==> config.mk <==
export PLATFORM = sky130hd
export DESIGN_NAME = scope_trigger_seq
export DESIGN_NICKNAME = d
export VERILOG_FILES = /design/src/rtl/scope_trigger_seq.sv
export SDC_FILE = /design/constraint.sdc
export NUM_CORES = 1
export LEC_CHECK = 0
export CORE_MARGIN = 3
export CORE_UTILIZATION = 62
export CTS_CLUSTER_SIZE = 40
export DETAILED_ROUTE_END_ITERATION = 7
export DONT_BUFFER_PORTS = 1
export HOLD_SLACK_MARGIN = 0.08
export PLACE_DENSITY = 0.85
export SLEW_MARGIN = 20
export SYNTH_ARGS = -nofsm -noshare
export SYNTH_HDL_FRONTEND = slang
export SYNTH_SLANG_ARGS = --single-unit
==> constraint.sdc <==
create_clock -name clk -period 7.4 [get_ports clk]
set_input_delay 1.48 -clock clk [delete_from_list [all_inputs] [get_ports clk]]
set_output_delay 1.48 -clock clk [all_outputs]
set_load 0.05 [all_outputs]
==> src/rtl/scope_trigger_seq.sv <==
// Multi-channel, multi-stage scope trigger: synchronised level/edge conditions,
// OR/AND combine per stage, sequential stages, one-cycle trigger pulse and holdoff.
module scope_trigger_seq #(
    parameter int NSIG   = 4,
    parameter int NSTAGE = 2,
    parameter int HOLDW  = 16,
    localparam int CW    = 3*NSIG + 1,
    localparam int STW   = (NSTAGE > 1) ? $clog2(NSTAGE) : 1
) (
    input  logic                 clk,
    input  logic                 rst,
    input  logic [NSIG-1:0]      sig,
    input  logic                 arm,
    input  logic                 disarm,
    input  logic                 cont,
    input  logic [NSTAGE*CW-1:0] conf,
    input  logic [HOLDW-1:0]     holdoff,
    output logic                 triggered,
    output logic                 armed,
    output logic [STW-1:0]       stage,
    output logic                 changed,
    output logic [NSIG-1:0]      sigout
);

    typedef enum logic [1:0] {
        ST_IDLE  = 2'd0,
        ST_ARMED = 2'd1,
        ST_HOLD  = 2'd2
    } state_t;

    localparam logic [STW-1:0] LAST_STAGE = STW'(NSTAGE - 1);

    logic [NSIG-1:0]      cur;
    logic [NSIG-1:0]      prev;
    logic [NSIG-1:0]      ch_match;
    logic [NSIG-1:0]      ch_active;
    logic [CW-1:0]        stage_conf;
    logic                 and_mode;
    logic                 stage_match;

    state_t               state_reg, state_next;
    logic [STW-1:0]       stage_reg, stage_next;
    logic [HOLDW-1:0]     cnt_reg, cnt_next;
    logic [NSTAGE*CW-1:0] conf_reg;
    logic [HOLDW-1:0]     hold_reg;
    logic                 triggered_reg, triggered_next;
    logic                 load_next;
    logic                 changed_reg;
    logic [NSIG-1:0]      sigout_reg;

    // Input capture: s[0] is the current sample, s[1] the one before it.
    genvar gi;
    generate
        for (gi = 0; gi < NSIG; gi++) begin : g_sync
            logic [1:0] s_reg;
            always_ff @(posedge clk) begin
                if (rst) s_reg <= '0;
                else     s_reg <= {s_reg[0], sig[gi]};
            end
            assign cur[gi]  = s_reg[0];
            assign prev[gi] = s_reg[1];
        end
    endgenerate

    assign stage_conf = conf_reg[int'(stage_reg)*CW +: CW];
    assign and_mode   = stage_conf[CW-1];

    generate
        for (gi = 0; gi < NSIG; gi++) begin : g_cond
            logic [1:0] mode;
            logic       val;
            assign mode          = stage_conf[3*gi +: 2];
            assign val           = stage_conf[3*gi + 2];
            assign ch_active[gi] = (mode != 2'd0);
            assign ch_match[gi]  = (mode == 2'd1) ? (cur[gi] == val) :
                                   (mode == 2'd2) ? (val ? (~prev[gi] & cur[gi])
                                                         : (prev[gi] & ~cur[gi])) :
                                   (mode == 2'd3) ? (prev[gi] ^ cur[gi]) : 1'b0;
        end
    endgenerate

    // A stage with no active channel never matches, even when AND-combined.
    assign stage_match = (|ch_active) &
                         (and_mode ? &(ch_match | ~ch_active) : |ch_match);

    always_ff @(posedge clk) begin
        if (rst) begin
            state_reg     <= ST_IDLE;
            stage_reg     <= '0;
            cnt_reg       <= '0;
            conf_reg      <= '0;
            hold_reg      <= '0;
            triggered_reg <= 1'b0;
            changed_reg   <= 1'b0;
            sigout_reg    <= '0;
        end else begin
            state_reg     <= state_next;
            stage_reg     <= stage_next;
            cnt_reg       <= cnt_next;
            triggered_reg <= triggered_next;
            changed_reg   <= |(prev ^ cur);
            sigout_reg    <= cur;
            if (load_next) begin
                conf_reg <= conf;
                hold_reg <= holdoff;
            end
        end
    end

    always_comb begin
        state_next     = state_reg;
        stage_next     = stage_reg;
        cnt_next       = cnt_reg;
        triggered_next = 1'b0;
        load_next      = 1'b0;
        if (disarm) begin
            state_next = ST_IDLE;
            stage_next = '0;
            cnt_next   = '0;
        end else begin
            case (state_reg)
                ST_IDLE: begin
                    if (arm) begin
                        state_next = ST_ARMED;
                        stage_next = '0;
                        load_next  = 1'b1;
                    end
                end
                ST_ARMED: begin
                    if (stage_match) begin
                        if (stage_reg == LAST_STAGE) begin
                            state_next     = ST_HOLD;
                            stage_next     = '0;
                            cnt_next       = hold_reg;
                            triggered_next = 1'b1;
                        end else begin
                            stage_next = stage_reg + STW'(1);
                        end
                    end
                end
                ST_HOLD: begin
                    if (cnt_reg == '0) begin
                        // Continuous mode re-latches conf/holdoff exactly like a fresh arm.
                        if (cont) begin
                            state_next = ST_ARMED;
                            stage_next = '0;
                            load_next  = 1'b1;
                        end else begin
                            state_next = ST_IDLE;
                        end
                    end else begin
                        cnt_next = cnt_reg - HOLDW'(1);
                    end
                end
                default: begin
                    state_next = ST_IDLE;
                    stage_next = '0;
                    cnt_next   = '0;
                end
            endcase
        end
    end

    always_comb begin
        armed     = (state_reg == ST_ARMED);
        stage     = armed ? stage_reg : '0;
        triggered = triggered_reg;
        changed   = changed_reg;
        sigout    = sigout_reg;
    end

endmodule

# Yosys cells after proc, flatten, opt, wreduce, memory -nomap -nowiden
# Index checks and enable logic that the tools add are counted.
[op_classes]
n_addsub = 2
n_mul = 1
n_eq_ne = 24
n_shift = 1
n_mux = 40
bitwise_logic = 27
reduce_logical = 15
[ops]
columns = ["op", "n"]
rows = [
  ["16-bit two-way mux", 3],
  ["16-bit case mux with 3 select lines", 1],
  ["1-bit two-way mux", 29],
  ["26-bit by 6-bit variable part select with 13-bit output", 1],
  ["2-bit equality test (second input constant)", 9],
  ["16-bit zero test", 1],
  ["4-bit AND reduction", 4],
  ["4-bit OR reduction", 4],
  ["16-bit by 1-bit subtractor with 16-bit output (second input constant)", 1],
  ["1-bit inverter", 11],
  ["2-bit by 1-bit equality test with 1-bit output (second input constant)", 5],
  ["1-bit bitwise AND", 9],
  ["2-bit two-way mux", 4],
  ["2-bit inequality test (second input constant)", 4],
  ["2-bit nonzero test", 4],
  ["2-bit case mux with 3 select lines", 1],
  ["1-bit by 4-bit multiplier with 5-bit output (second input constant)", 1],
  ["1-bit equality test", 4],
  ["2-bit by 1-bit inequality test with 1-bit output (second input constant)", 2],
  ["4-bit inverter", 1],
  ["4-bit OR", 1],
  ["1-bit XOR", 4],
  ["4-bit XOR", 1],
  ["1-bit case mux with 3 select lines", 1],
  ["4 further kinds", 4],
]
[totals]
register_bits = 75
input_bits = 51
out_inout_bits = 8
wordCells = 122

# Logic depth before layout (Yosys ltp)
# Gate-level depths: netlist of run 1.
[depth]
word_depth = 12
mapped_depth = 12
depth_no_buf = 10

# Least setup slack after synthesis of run 1
# No wires, ideal clock.
[synth_timing]
path_type = "register to output"
from = "register state_reg[1]"
to = "output port stage"
arrival_time_ns = 1.619
t_required_ns = 5.920
slack_ns = 4.301
path_stages_with_launch = 5
path_buffers = 1
cell_sequence = "dfxtp_1 > inv_1 > ha_1 > clkbuf_1 > and2_1"
[synth_between]
elab_chain_len = 2
[synth_rtl]
columns = ["element", "line_no", "source"]
rows = [
  ["start, declared", "41", "state_t state_reg, state_next;"],
  ["start signal, assigned", "97", "state_reg <= state_next;"],
  ["2-bit by 1-bit equality test with 1-bit output", "165", "armed = (state_reg == ST_ARMED);"],
  ["via armed", "19", "output logic armed,"],
  ["1-bit two-way mux", "166", "stage = armed ? stage_reg : '0;"],
  ["end, declared", "20", "output logic [STW-1:0] stage,"],
]
# The timed path passes the listed nets, and every way through them passes these cells.

==> metrics.cfg, run 1 <==
[synthesis]
ys_types=53
synth_area_leaders=dfxtp_1 (37%), nand2_1 (13%), a21oi_1 (7.2%)
ys_seq_elements=71
synth_edf_count=0
synthArstFlopShare=0
synth_fp_nets=562
syn-instance-count=498
netlist_area_um2=3870
synth_largest_area_cell=dfxtp_1
netlist.area_leader.share=0.367
synthFlopType=dfxtp_1
yosysWarnings=0
avgSynthCellArea_um2=7.78
seq_area_frac_synth=0.367

[timing]
finalHoldViolations=0
rsz0062_at_grt=false
setup_viol=0
tightest_slew_ps=868
period_minus_slack_ps=3540
fin_skew_ps=7.64
setup_tns_ps=0
slew_headroom=0.421
fin_crit_sh=0.478
slew_viol_final=0
fmax_mhz=283

[route]
wire_per_inst_um=15.7
drt_pass1_iterations=7
vias_per_cell=5.90
drcViolationCount=0
final_antenna_net_count=0
vias=3315
drt_iter0_drc=292
wl_mm=8.80

[global_routing]
grt_antenna_before_repair=0
grt_overflow_total=0
grt_pass1_wl_mm=14.8
track_usage=0.253
grt_pass1_vias=3163
grt_max_degree=53

[power_and_ir_drop]
p_sw_mw=0.215
vdd_ir_drop_max_v=0.000157
p_int_mw=0.636
p_leak_nw=1.43
p_seq_frac=0.487
p_clk_frac=0.417
netSwitchingFraction=0.252
share_comb_of_total_power=0.096
powerDensity_nw_per_um2=211

[clock_tree]
clk_pin_slew_ps=70
cts-buffers-inserted=9
clk_latency_ps=340
cts_tree=done
cts-root-buf=clkbuf_8
postCtsResizedCells=0
cts_setup_buffers=0
tritoncts_num_sinks=71
ctsHoldBuffers=0
max-clock-path-buffers=2
htree_levels=3

[worst_setup_path]
worstPathArrival_ps=3800
critPathBufInv=1
rr_worst_depth=10
cpPeakStageDelay_ps=760
endpoint_kind=register
cp_top_family=compound AO/OA/AOI/OAI gates
path_cells=inv_1, ha_1, nand2_1, nand2_1, a221oi_1, nor3b_1, o41ai_2, a41oi_2, nor2_2, mux2i_1
worst-path-stages=10
worstSetupStartpointType=register
crit_required_ps=7670
worst-setup-path-type=register to register
cp_max_fo=13
cp_common_cell=nand2_1
cp_slowest_cell=nor2_2

[floorplanning]
fp.dieW_um=85.0
dieArea_um2=7230
start_util=0.647
core_area_um2=5990
fp.dieH_um=85.0
io_pins=59
rows=28

[placement]
dp_hpwl_mm=6.00
globalplace.congestion=0.937
numPortBuffers=0
dpl_cell_area_um2=3780

[final_layout]
final_cell_mix=nand2_1 (138), dfxtp_1 (71), a21oi_1 (56), nor2_1 (23), inv_1 (19)
nets=546
num_antenna_cells=0
stdcell_area_um2=4040
largest_reg_flops=26
drive_gt1_frac=0.0719
final_common_cell=nand2_1
area_growth_pct=4.23

[worst_hold_path]
hold_path.class=register to register
hold_depth=2

[run]
cap_viol_max_count=0

[outcome]
status=completed

==> worst min-delay path: cells and delay by family, from the launching register on <==
family	cells	cell delay, ps
AOI/OAI and AO/OA	1	50
DFF	1	310
and+or+nand+nor	1	50
==> routing by layer <==
| layer | up-vias | global-route usage | share of wire |
|---|---|---|---|
| li1 | 1644 | - | - |
| met5 | - | 0 | 0 |
| met1 | 1543 | 0.348 | 0.45 |
| met2 | 116 | 0.376 | 0.45 |
| met3 | 12 | 0.0709 | 0.075 |
| met4 | 0 | 0.0978 | 0.016 |
==> through the flow <==
step	util	std cells	setup WS (ps)	total power, mW	hold WS (ps)
final	0.674	562	3860	0.851	452
after global routing	0.674	562	3620	0.884	474
after CTS	0.669	561	3920	0.851	456
after detailed placement	0.631	545	3950	0.501	443
after global placement	0.631	545	4040	0.497	436
after floorplan	-	498	4300	0.494	432
==> final timing paths <==
check | endpoint | from | slack [ps]
setup reg to reg | cnt_reg[4]$_SDFFE_PP0P_ | sigout[2]$_SDFF_PP0_ | 3860
hold reg to reg | hold_reg[1]$_SDFFE_PP0P_ | hold_reg[1]$_SDFFE_PP0P_ | 450
setup / recovery | cnt_reg[4]$_SDFFE_PP0P_ | sigout[2]$_SDFF_PP0_ | 3860
hold / removal | hold_reg[1]$_SDFFE_PP0P_ | hold_reg[1]$_SDFFE_PP0P_ | 450
==> synth_stat cells (2+ instances only) <==
master and count:
a21o_1 2, a21oi_1 56, a221oi_2 2, a2bb2oi_1 2
a31oi_1 4, and2_1 7, buf_4 8, buf_6 9
clkbuf_1 14, dfxtp_1 71, ha_1 13, inv_1 19
mux2i_1 18, nand2_1 138, nand2b_1 5, nand3_1 3
nand3b_1 3, nor2_1 23, nor2b_1 12, nor3_1 11
nor3b_1 6, nor4_1 5, o211ai_1 2, o21ai_0 18
o31ai_1 2, o32ai_1 3, or3_4 2, or4_1 4
xnor2_1 12
==> kinds of logic (layout without fill, tap and decap cells) <==
group                      after synthesis  in the layout  synth area share
adders and majority gates               13             13            0.0420
xor gates and xnor gates                13             13            0.0294
buffers and inverters                   52             41            0.0759
AOI/OAI and AO/OA                      106            106             0.171
and+or+nand+nor                        224            224             0.265
muxes                                   19             19            0.0494
DFF                                     71             71             0.367
==> final cells by class <==
type,instances,area [µm²]
Inverter,20,75.1
Clock inverter,5,80.1
Sequential cell,71,1420
Clock buffer,11,151
Multi-Input combinational cell,375,2160
Fill cell,504,1950
Tap cell,75,93.8
Timing Repair Buffer,5,57.6
==> power groups by stage <==
| stage | registers [mW] | logic [mW] | clock network (mW) |
|---|---|---|---|
| finish | 0.414 | 0.0818 | 0.355 |
| floorplan | 0.416 | 0.0780 | 0 |
| CTS | 0.414 | 0.0792 | 0.358 |
| detailed placement | 0.423 | 0.0782 | 0 |
| global route | 0.416 | 0.0925 | 0.375 |
| global placement | 0.422 | 0.0755 | 0 |
Note: power is estimated with default switching activity, not from simulation.
==> run 2: changes to the inputs <==
Settings changed: CORE_UTILIZATION 62 to 57, PLACE_DENSITY 0.85 to 0.82.
Clock period 7.4 ns to 3.1 ns, I/O delays scaled along.
==> metrics.cfg, run 2 (synthesized netlist as in run 1, its figures left out) <==
[floorplanning]
rows=29  ; +3.6%
dieArea_um2=7820  ; +8.1%
fp.dieH_um=88.4  ; +4.0%
core_area_um2=6460  ; +7.8%
fp.dieW_um=88.4  ; +4.0%
io_pins=59  ; unchanged
start_util=0.600  ; -0.0468

[final_layout]
nets=556  ; +1.8%
area_growth_pct=4.85
fillers=574  ; +14%
drive_gt1_frac=0.0907  ; +0.0189
largest_reg_flops=26  ; unchanged
num_antenna_cells=0  ; unchanged
final_common_cell=nand2_1
final_cell_mix=nand2_1 (138), dfxtp_1 (70), a21oi_1 (56), nor2_1 (23), inv_1 (19)

[worst_hold_path]
hold_depth=1  ; -1
hold_path.class=input port to register
whs_endpoint=conf_reg[24]$_SDFFE_PP0P_
min_from=rst

[worst_setup_path]
rrSetupSlack_ps=220  ; -3640 ps
crit_required_ps=3380  ; -4290 ps
critPathBufInv=1  ; unchanged
worstSetupStartpointType=register
cp_top_family=compound AO/OA/AOI/OAI gates
cpPeakStageDelay_ps=570  ; -190 ps
cp_max_fo=9  ; -4
rr_worst_depth=10  ; unchanged
worst-setup-path-type=register to register
endpoint_kind=register
path_cells=inv_1, ha_1, nand2_1, nand2_1, a221oi_1, nor3b_1, o41ai_2, a41oi_2, or4_1, a21boi_1
r2r-end=state_reg[0]$_SDFFE_PP0P_
cp_common_cell=nand2_1
worstPathArrival_ps=3160  ; -640 ps
cp_slowest_cell=or4_1
worstReg2RegStart=sigout[2]$_SDFF_PP0_

[route]
wire_per_inst_um=15.0  ; -3.9%
wl_mm=8.62  ; -2.0%
vias_per_cell=5.85  ; -0.80%
vias=3353  ; +1.1%
final_antenna_net_count=0  ; unchanged
drcViolationCount=0  ; unchanged
drt_iter0_drc=254  ; -13%
drt_pass1_iterations=4  ; -3

[timing]
slew_viol_final=0  ; unchanged
holdWs_ps=331  ; -121 ps
fin_crit_sh=0.928  ; +0.450
tightest_slew_ps=610  ; -258 ps
setup_tns_ps=0  ; unchanged
slew_headroom=0.593  ; +0.172
finalHoldViolations=0  ; unchanged
fin_skew_ps=11.1  ; +3.47 ps
rsz0062_at_grt=false
setup_viol=0  ; unchanged
period_minus_slack_ps=2880  ; -659 ps
fmax_mhz=348  ; +23%

[global_routing]
grt_overflow_total=0  ; unchanged
grt_antenna_before_repair=0  ; unchanged
grt_pass1_wl_mm=14.1  ; -4.5%
grt_max_degree=53  ; unchanged
track_usage=0.229  ; -0.0240
grt_pass1_vias=3081  ; -2.6%

[power_and_ir_drop]
powerDensity_nw_per_um2=474  ; +130%
vdd_ir_drop_max_v=0.000339  ; +120%
p_leak_nw=1.46  ; +2.0%

[clock_tree]
cts-root-buf=clkbuf_8
cts_tree=done
clk_pin_slew_ps=70  ; about the same
max-clock-path-buffers=2  ; unchanged
htree_levels=3  ; unchanged
cts-buffers-inserted=9  ; unchanged
ctsHoldBuffers=0  ; unchanged
tritoncts_num_sinks=71  ; unchanged
clk_latency_ps=350  ; about the same

[placement]
dp_hpwl_mm=6.03  ; +0.37%
numPortBuffers=0  ; unchanged
globalplace.congestion=0.859  ; -8.3%

[run]
cap_viol_max_count=0  ; unchanged

[outcome]
status=completed

run 2: cell types whose count changed in the layout (fill, tap and decap cells not counted):
cell,before,now
bufinv_16,2,1
clkbuf_8,11,10
dfxtp_2,0,1
dfxtp_1,71,70
buf_4,4,15
buf_16,1,0
clkinv_4,0,1
run 2: layout make-up:
class | count | area (µm²) | area share
multi-input cells | 375 | 2160 | 0.531
flip-flops and latches | 71 | 1420 | 0.350
clock buffers | 10 | 138 | 0.0339
repair buffers | 15 | 113 | 0.0277
well taps | 77 | 96.3 | 0.0237
inverters | 20 | 75.1 | 0.0185
clock inverters | 5 | 58.8 | 0.0145
run 2: per-layer routing:
layer,vias up,GRT usage,part of all wire
li1,1653,-,-
met1,1575,0.310,0.47
met2,109,0.346,0.43
met3,16,0.0661,0.071
met4,0,0.0879,0.021
met5,-,0,0
run 2: repair_timing:
item	in CTS	in global routing
endpoints found under the setup margin	0	4
setup buffers	0	0
hold endpoints to repair	0	0
gates resized for setup	0	1
run 2: worst max path at each step:
stage	slack, ps	end	cells after the start	start
2_1_floorplan	540	conf_reg[10]$_SDFFE_PP0P_	10	cnt_reg[7]$_SDFFE_PP0P_
3_3_place_gp	300	state_reg[0]$_SDFFE_PP0P_	8	stage_reg$_SDFFE_PP0P_
3_5_place_dp	250	state_reg[0]$_SDFFE_PP0P_	8	stage_reg$_SDFFE_PP0P_
4_1_cts	110	state_reg[0]$_SDFFE_PP0P_	8	stage_reg$_SDFFE_PP0P_
5_1_grt	50	state_reg[0]$_SDFFE_PP0P_	10	sigout[2]$_SDFF_PP0_
6_report	220	state_reg[0]$_SDFFE_PP0P_	10	sigout[2]$_SDFF_PP0_
run 2: power by group:
part | internal [mW] | switching (mW) | total, mW
Sequential | 0.947 | 0.0348 | 0.981
Clock | 0.389 | 0.352 | 0.741
Combinational | 0.0791 | 0.125 | 0.204
run 2: stage by stage:
step                      cells  area [µm²]  utilization  worst slack (ps)  power (mW)
after global routing        573        4060        0.629              47.7        2.01
after floorplan             498        3870            -               538        1.18
after CTS                   573        4060        0.629               110        1.94
after detailed placement    558        3860        0.598               246        1.20
final                       573        4060        0.629               222        1.93
after global placement      558        3860        0.598               298        1.20
==> RTL edit 1 (config.mk and constraints of run 2) <==
Register the output `sigout`, without a reset; this adds one clock of latency there. The other outputs are not delayed to match.
--- a/src/rtl/scope_trigger_seq.sv
+++ b/src/rtl/scope_trigger_seq.sv
@@ -29,6 +29,8 @@
     } state_t;
 
     localparam logic [STW-1:0] LAST_STAGE = STW'(NSTAGE - 1);
+
+    logic [NSIG-1:0] sigout_d;
 
     logic [NSIG-1:0]      cur;
     logic [NSIG-1:0]      prev;
@@ -166,7 +168,11 @@
         stage     = armed ? stage_reg : '0;
         triggered = triggered_reg;
         changed   = changed_reg;
-        sigout    = sigout_reg;
+        sigout_d  = sigout_reg;
+    end
+
+    always_ff @(posedge clk) begin
+        sigout <= sigout_d;
     end
 
 endmodule
Formal check against the unedited RTL: not equivalent (Yosys sat finds a counterexample within 4 cycles, from zero or initial values and one cycle with rst high).
==> RTL edit 1 against run 2 <==
Critical path depth unchanged. Sequential cell count increased by 4. Clock power increased by 11%. Design area increased by 2.1%. Power increased by 6.7%. Synthesized area increased by 1.7%. Routed wire length decreased by 1.6%. Worst setup slack improved by 0.029 ns. Combinational power decreased by 5%. Critical endpoint is now cnt_reg[0]$_SDFFE_PP0P_.
==> RTL edit 1: results (changes against run 2) <==
<table>
<tr><th>Metric</th><th>Value</th></tr>
<tr><th colspan="2">STA</th></tr>
<tr><td>Clock skew</td><td>0.00893 ns (was 0.0111 ns)</td></tr>
<tr><td>Post-route worst hold slack</td><td>0.326 ns (was 0.331 ns)</td></tr>
<tr><td>Slew HR</td><td>0.493 (was 0.593)</td></tr>
<tr><th colspan="2">Place</th></tr>
<tr><td>Detailed-placement wirelength estimate</td><td>5890 µm (was 6030 µm)</td></tr>
<tr><td>Post-place instance area</td><td>3930 µm² (was 3860 µm²)</td></tr>
<tr><th colspan="2">Layout</th></tr>
<tr><td>Filler instances</td><td>582 (was 574)</td></tr>
<tr><td>Number of non-clock inverters in the layout</td><td>16 (was 20)</td></tr>
<tr><td>Total area of sequential cells</td><td>1500 µm² (was 1420 µm²)</td></tr>
<tr><td>Post-route non-filler standard cell count</td><td>574 (was 573)</td></tr>
<tr><td>Signal buf overhead</td><td>0.0157 (was 0.0277)</td></tr>
<tr><td>Number of signal-net buffers in the layout</td><td>7 (was 15)</td></tr>
<tr><td>Share of post-route cells with drive strength above 1</td><td>0.0704 (was 0.0907)</td></tr>
<tr><th colspan="2">Synthesis</th></tr>
<tr><td>Biggest area contributors in the synthesized netlist</td><td>dfxtp_1 38%, nand2_1 14%, a21oi_1 8.1% (was dfxtp_1 37%, nand2_1 13%, a21oi_1 7.2%)</td></tr>
<tr><td>Adder and majority gate portion of the synthesized area</td><td>0.0413 (was 0.0420)</td></tr>
<tr><td>Cell area after synthesis</td><td>3940 µm² (was 3870 µm²)</td></tr>
<tr><td>Library cells used by synthesis</td><td>52 (was 53)</td></tr>
<tr><td>Multiplexer area fraction after synthesis</td><td>0.0511 (was 0.0494)</td></tr>
<tr><td>Synth top cells by count</td><td>148 x nand2_1, 75 x dfxtp_1, 64 x a21oi_1 (was 138 x nand2_1, 71 x dfxtp_1, 56 x a21oi_1)</td></tr>
<tr><td>Synth Area in Compound Gates</td><td>0.166 (was 0.171)</td></tr>
<tr><td>Post-synthesis average cell area</td><td>7.83 µm² (was 7.78 µm²)</td></tr>
<tr><th colspan="2">Outcome</th></tr>
<tr><td>Outcome</td><td>finished clean (unchanged)</td></tr>
<tr><th colspan="2">Global route</th></tr>
<tr><td>Number of global-route vias before repair</td><td>3132 (was 3081)</td></tr>
<tr><td>Total Routing Usage GR</td><td>0.227 (was 0.229)</td></tr>
<tr><td>GR met1 Demand/Resource</td><td>0.295 (was 0.310)</td></tr>
<tr><th colspan="2">Critical path</th></tr>
<tr><td>Worst reg2reg startpoint</td><td>stage_reg$_SDFFE_PP0P_ (was sigout[2]$_SDFF_PP0_)</td></tr>
<tr><th colspan="2">Drt</th></tr>
<tr><td>DRT Wirelength</td><td>8490 µm (was 8620 µm)</td></tr>
<tr><th colspan="2">Power</th></tr>
<tr><td>Sequential fraction of design power</td><td>0.506 (was 0.509)</td></tr>
<tr><td>Clk pwr share</td><td>0.400 (was 0.385)</td></tr>
</table>
-- RTL edit 1: cell count changes after synthesis, sizes merged, moves of 3 or more --
cell and delta:
nor3b -3, or3b +4, a21oi +8, or4 -3, inv -3, xor2 +3
nand2 +10, nor2 -4, dfxtp +4, nand3 -3, and2 -5
-- RTL edit 1: how the worst max path moves through the flow --
stage	startpoint	end	slack, ns
2_1_floorplan	state_reg[1]$_SDFFE_PP0P_	stage	0.62
3_3_place_gp	stage_reg$_SDFFE_PP0P_	cnt_reg[14]$_SDFFE_PP0P_	0.44
3_5_place_dp	stage_reg$_SDFFE_PP0P_	cnt_reg[4]$_SDFFE_PP0P_	0.24
4_1_cts	stage_reg$_SDFFE_PP0P_	cnt_reg[0]$_SDFFE_PP0P_	0.12
5_1_grt	g_sync[3].s_reg[0]$_SDFF_PP0_	cnt_reg[0]$_SDFFE_PP0P_	0.07
6_report	stage_reg$_SDFFE_PP0P_	cnt_reg[0]$_SDFFE_PP0P_	0.25
==> RTL edit 2 (settings of run 2) <==
Without the edit above. Change the parameter `HOLDW` from 16 to 32.
--- a/src/rtl/scope_trigger_seq.sv
+++ b/src/rtl/scope_trigger_seq.sv
@@ -3,7 +3,7 @@
 module scope_trigger_seq #(
     parameter int NSIG   = 4,
     parameter int NSTAGE = 2,
-    parameter int HOLDW  = 16,
+    parameter int HOLDW  = 32,
     localparam int CW    = 3*NSIG + 1,
     localparam int STW   = (NSTAGE > 1) ? $clog2(NSTAGE) : 1
 ) (
Interface: changed (resized holdoff); port bits go from 59 to 75. No check against the original RTL was run, so the function may have changed too.
==> RTL edit 2 against run 2 <==
Synthesized area rose by 42%. Routed wire length rose by 56%. Design area rose by 43%. Hold slack got worse by 0.033 ns. Critical path depth did not move. Worst setup slack got worse by 0.046 ns. Die area rose by 39%. Utilization fell by 0.62 points. Power rose by 28%. Fmax fell by 1.6%. Clock skew rose by 0.0014 ns. Sequential power rose by 43%. Sequential cell count rose by 32. Largest power group unchanged. Highest routed layer unchanged.
==> RTL edit 2: results (changes against run 2) <==
<table>
<tr><th>Metric</th><th>Value</th></tr>
<tr><th colspan="2">Outcome</th></tr>
<tr><td>Outcome</td><td>finished clean (unchanged)</td></tr>
<tr><th colspan="2">Critical path</th></tr>
<tr><td>Crit Reg-Reg Endpoint</td><td>cnt_reg[0]$_SDFFE_PP0P_ (was state_reg[0]$_SDFFE_PP0P_)</td></tr>
<tr><td>Worst reg2reg startpoint</td><td>stage_reg$_SDFFE_PP0P_ (was sigout[2]$_SDFF_PP0_)</td></tr>
<tr><td>Worst-path fanout max</td><td>27 (was 9)</td></tr>
<tr><th colspan="2">Power</th></tr>
<tr><td>Leak pwr</td><td>2.04 nW (was 1.46 nW)</td></tr>
<tr><th colspan="2">Synthesis</th></tr>
<tr><td>Synth top cells by count</td><td>190 x nand2_1, 103 x dfxtp_1, 78 x a21oi_1 (was 138 x nand2_1, 71 x dfxtp_1, 56 x a21oi_1)</td></tr>
<tr><td>Synth Net Count</td><td>794 (was 562)</td></tr>
<tr><td>Multiplexer area fraction after synthesis</td><td>0.0122 (was 0.0494)</td></tr>
<tr><td>Library cells used by synthesis</td><td>64 (was 53)</td></tr>
<tr><td>Count of mapped cells out of synthesis</td><td>713 (was 498)</td></tr>
<tr><td>Post-synthesis xor/xnor area fraction</td><td>0.0381 (was 0.0294)</td></tr>
<tr><td>Biggest area contributors in the synthesized netlist</td><td>dfxtp_1 37%, nand2_1 13%, a21oi_1 7.1% (was dfxtp_1 37%, nand2_1 13%, a21oi_1 7.2%)</td></tr>
<tr><th colspan="2">Place</th></tr>
<tr><td>Placed cell count</td><td>811 (was 558)</td></tr>
<tr><td>Detailed-placement wirelength estimate</td><td>9420 µm (was 6030 µm)</td></tr>
<tr><th colspan="2">Worst hold path</th></tr>
<tr><td>Hold path endpoint</td><td>hold_reg[16]$_SDFFE_PP0P_ (was conf_reg[24]$_SDFFE_PP0P_)</td></tr>
<tr><th colspan="2">Drt</th></tr>
<tr><td>Detailed-route via count</td><td>4975 (was 3353)</td></tr>
<tr><td>Initial DRT Pass Iterations</td><td>7 (was 4)</td></tr>
<tr><th colspan="2">Clock tree</th></tr>
<tr><td>Clock transition time at the flip-flop clock pins of the worst setup and hold paths</td><td>0.10 ns (was 0.07 ns)</td></tr>
<tr><th colspan="2">Global route</th></tr>
<tr><td>Maximum number of pins on one net before global-route repair</td><td>70 (was 53)</td></tr>
<tr><td>Total Routing Usage GR</td><td>0.244 (was 0.229)</td></tr>
</table>
[RTL edit 2: per-layer routing]
metal  global-route usage  up-vias  share of wire
met5                    0        -              0
met4               0.0921        0          0.019
met3               0.0695       27          0.080
met2                0.397      201           0.47
met1                0.307     2307           0.43
li1                     -     2440              -
[RTL edit 2: where the power goes]
part / switching (mW) / internal (mW) / total [mW]
Combinational: 0.166 / 0.0915 / 0.257
Clock: 0.471 / 0.333 / 0.804
Sequential: 0.0382 / 1.37 / 1.40
[RTL edit 2: cells by family after synthesis]
group | after synthesis
mux | 6
flops | 103
xor+xnor | 24
buf+inv | 74
compound gates | 200
fa+ha+maj | 14
simple gates | 292
[RTL edit 2: worst max-delay path by stage]
stage	startpoint	end	slack [ns]	depth (start not counted)
floorplan	sigout[1]$_SDFF_PP0_	cnt_reg[9]$_SDFFE_PP0P_	0.37	12
global placement	stage_reg$_SDFFE_PP0P_	cnt_reg[0]$_SDFFE_PP0P_	0.26	9
detailed placement	sigout[1]$_SDFF_PP0_	cnt_reg[0]$_SDFFE_PP0P_	0.12	10
CTS	stage_reg$_SDFFE_PP0P_	cnt_reg[0]$_SDFFE_PP0P_	0.12	9
global route	sigout[1]$_SDFF_PP0_	cnt_reg[24]$_SDFFE_PP0P_	0.004	11
finish	stage_reg$_SDFFE_PP0P_	cnt_reg[0]$_SDFFE_PP0P_	0.18	10
[RTL edit 2: cell type report]
class,count,share of cell area
Sequential cell,103,0.355
Clock inverter,4,0.00539
Inverter,21,0.0136
Multi-Input combinational cell,536,0.541
Tap cell,129,0.0278
Timing Repair Buffer,22,0.0312
Clock buffer,11,0.0261
[RTL edit 2: per-stage QoR]
step	setup slack (ns)	hold slack [ns]	area (µm²)	util	total power [mW]
after floorplan	0.375	0.432	5520	-	1.64
after detailed placement	0.122	0.443	5620	0.602	1.69
after global placement	0.262	0.437	5620	0.602	1.68
after CTS	0.116	0.281	5800	0.622	2.48
final	0.176	0.298	5810	0.623	2.47
after global routing	0.00353	0.275	5810	0.623	2.56
[RTL edit 2: critical path, stage by stage (launching register included)]
cell,delay (ns)
dfxtp_1,0.51
buf_4,0.23
buf_4,0.22
o32ai_1,0.12
a221oi_2,0.27
nor2_1,0.14
o41ai_4,0.38
a41oi_4,0.21
or2_1,0.25
buf_6,0.20
a32o_1,0.28
[RTL edit 2: what timing repair did]
action / in CTS / in global routing
setup endpoints to repair: 0 / 9
setup buffers: 0 / 0
gates resized for setup: 0 / 2
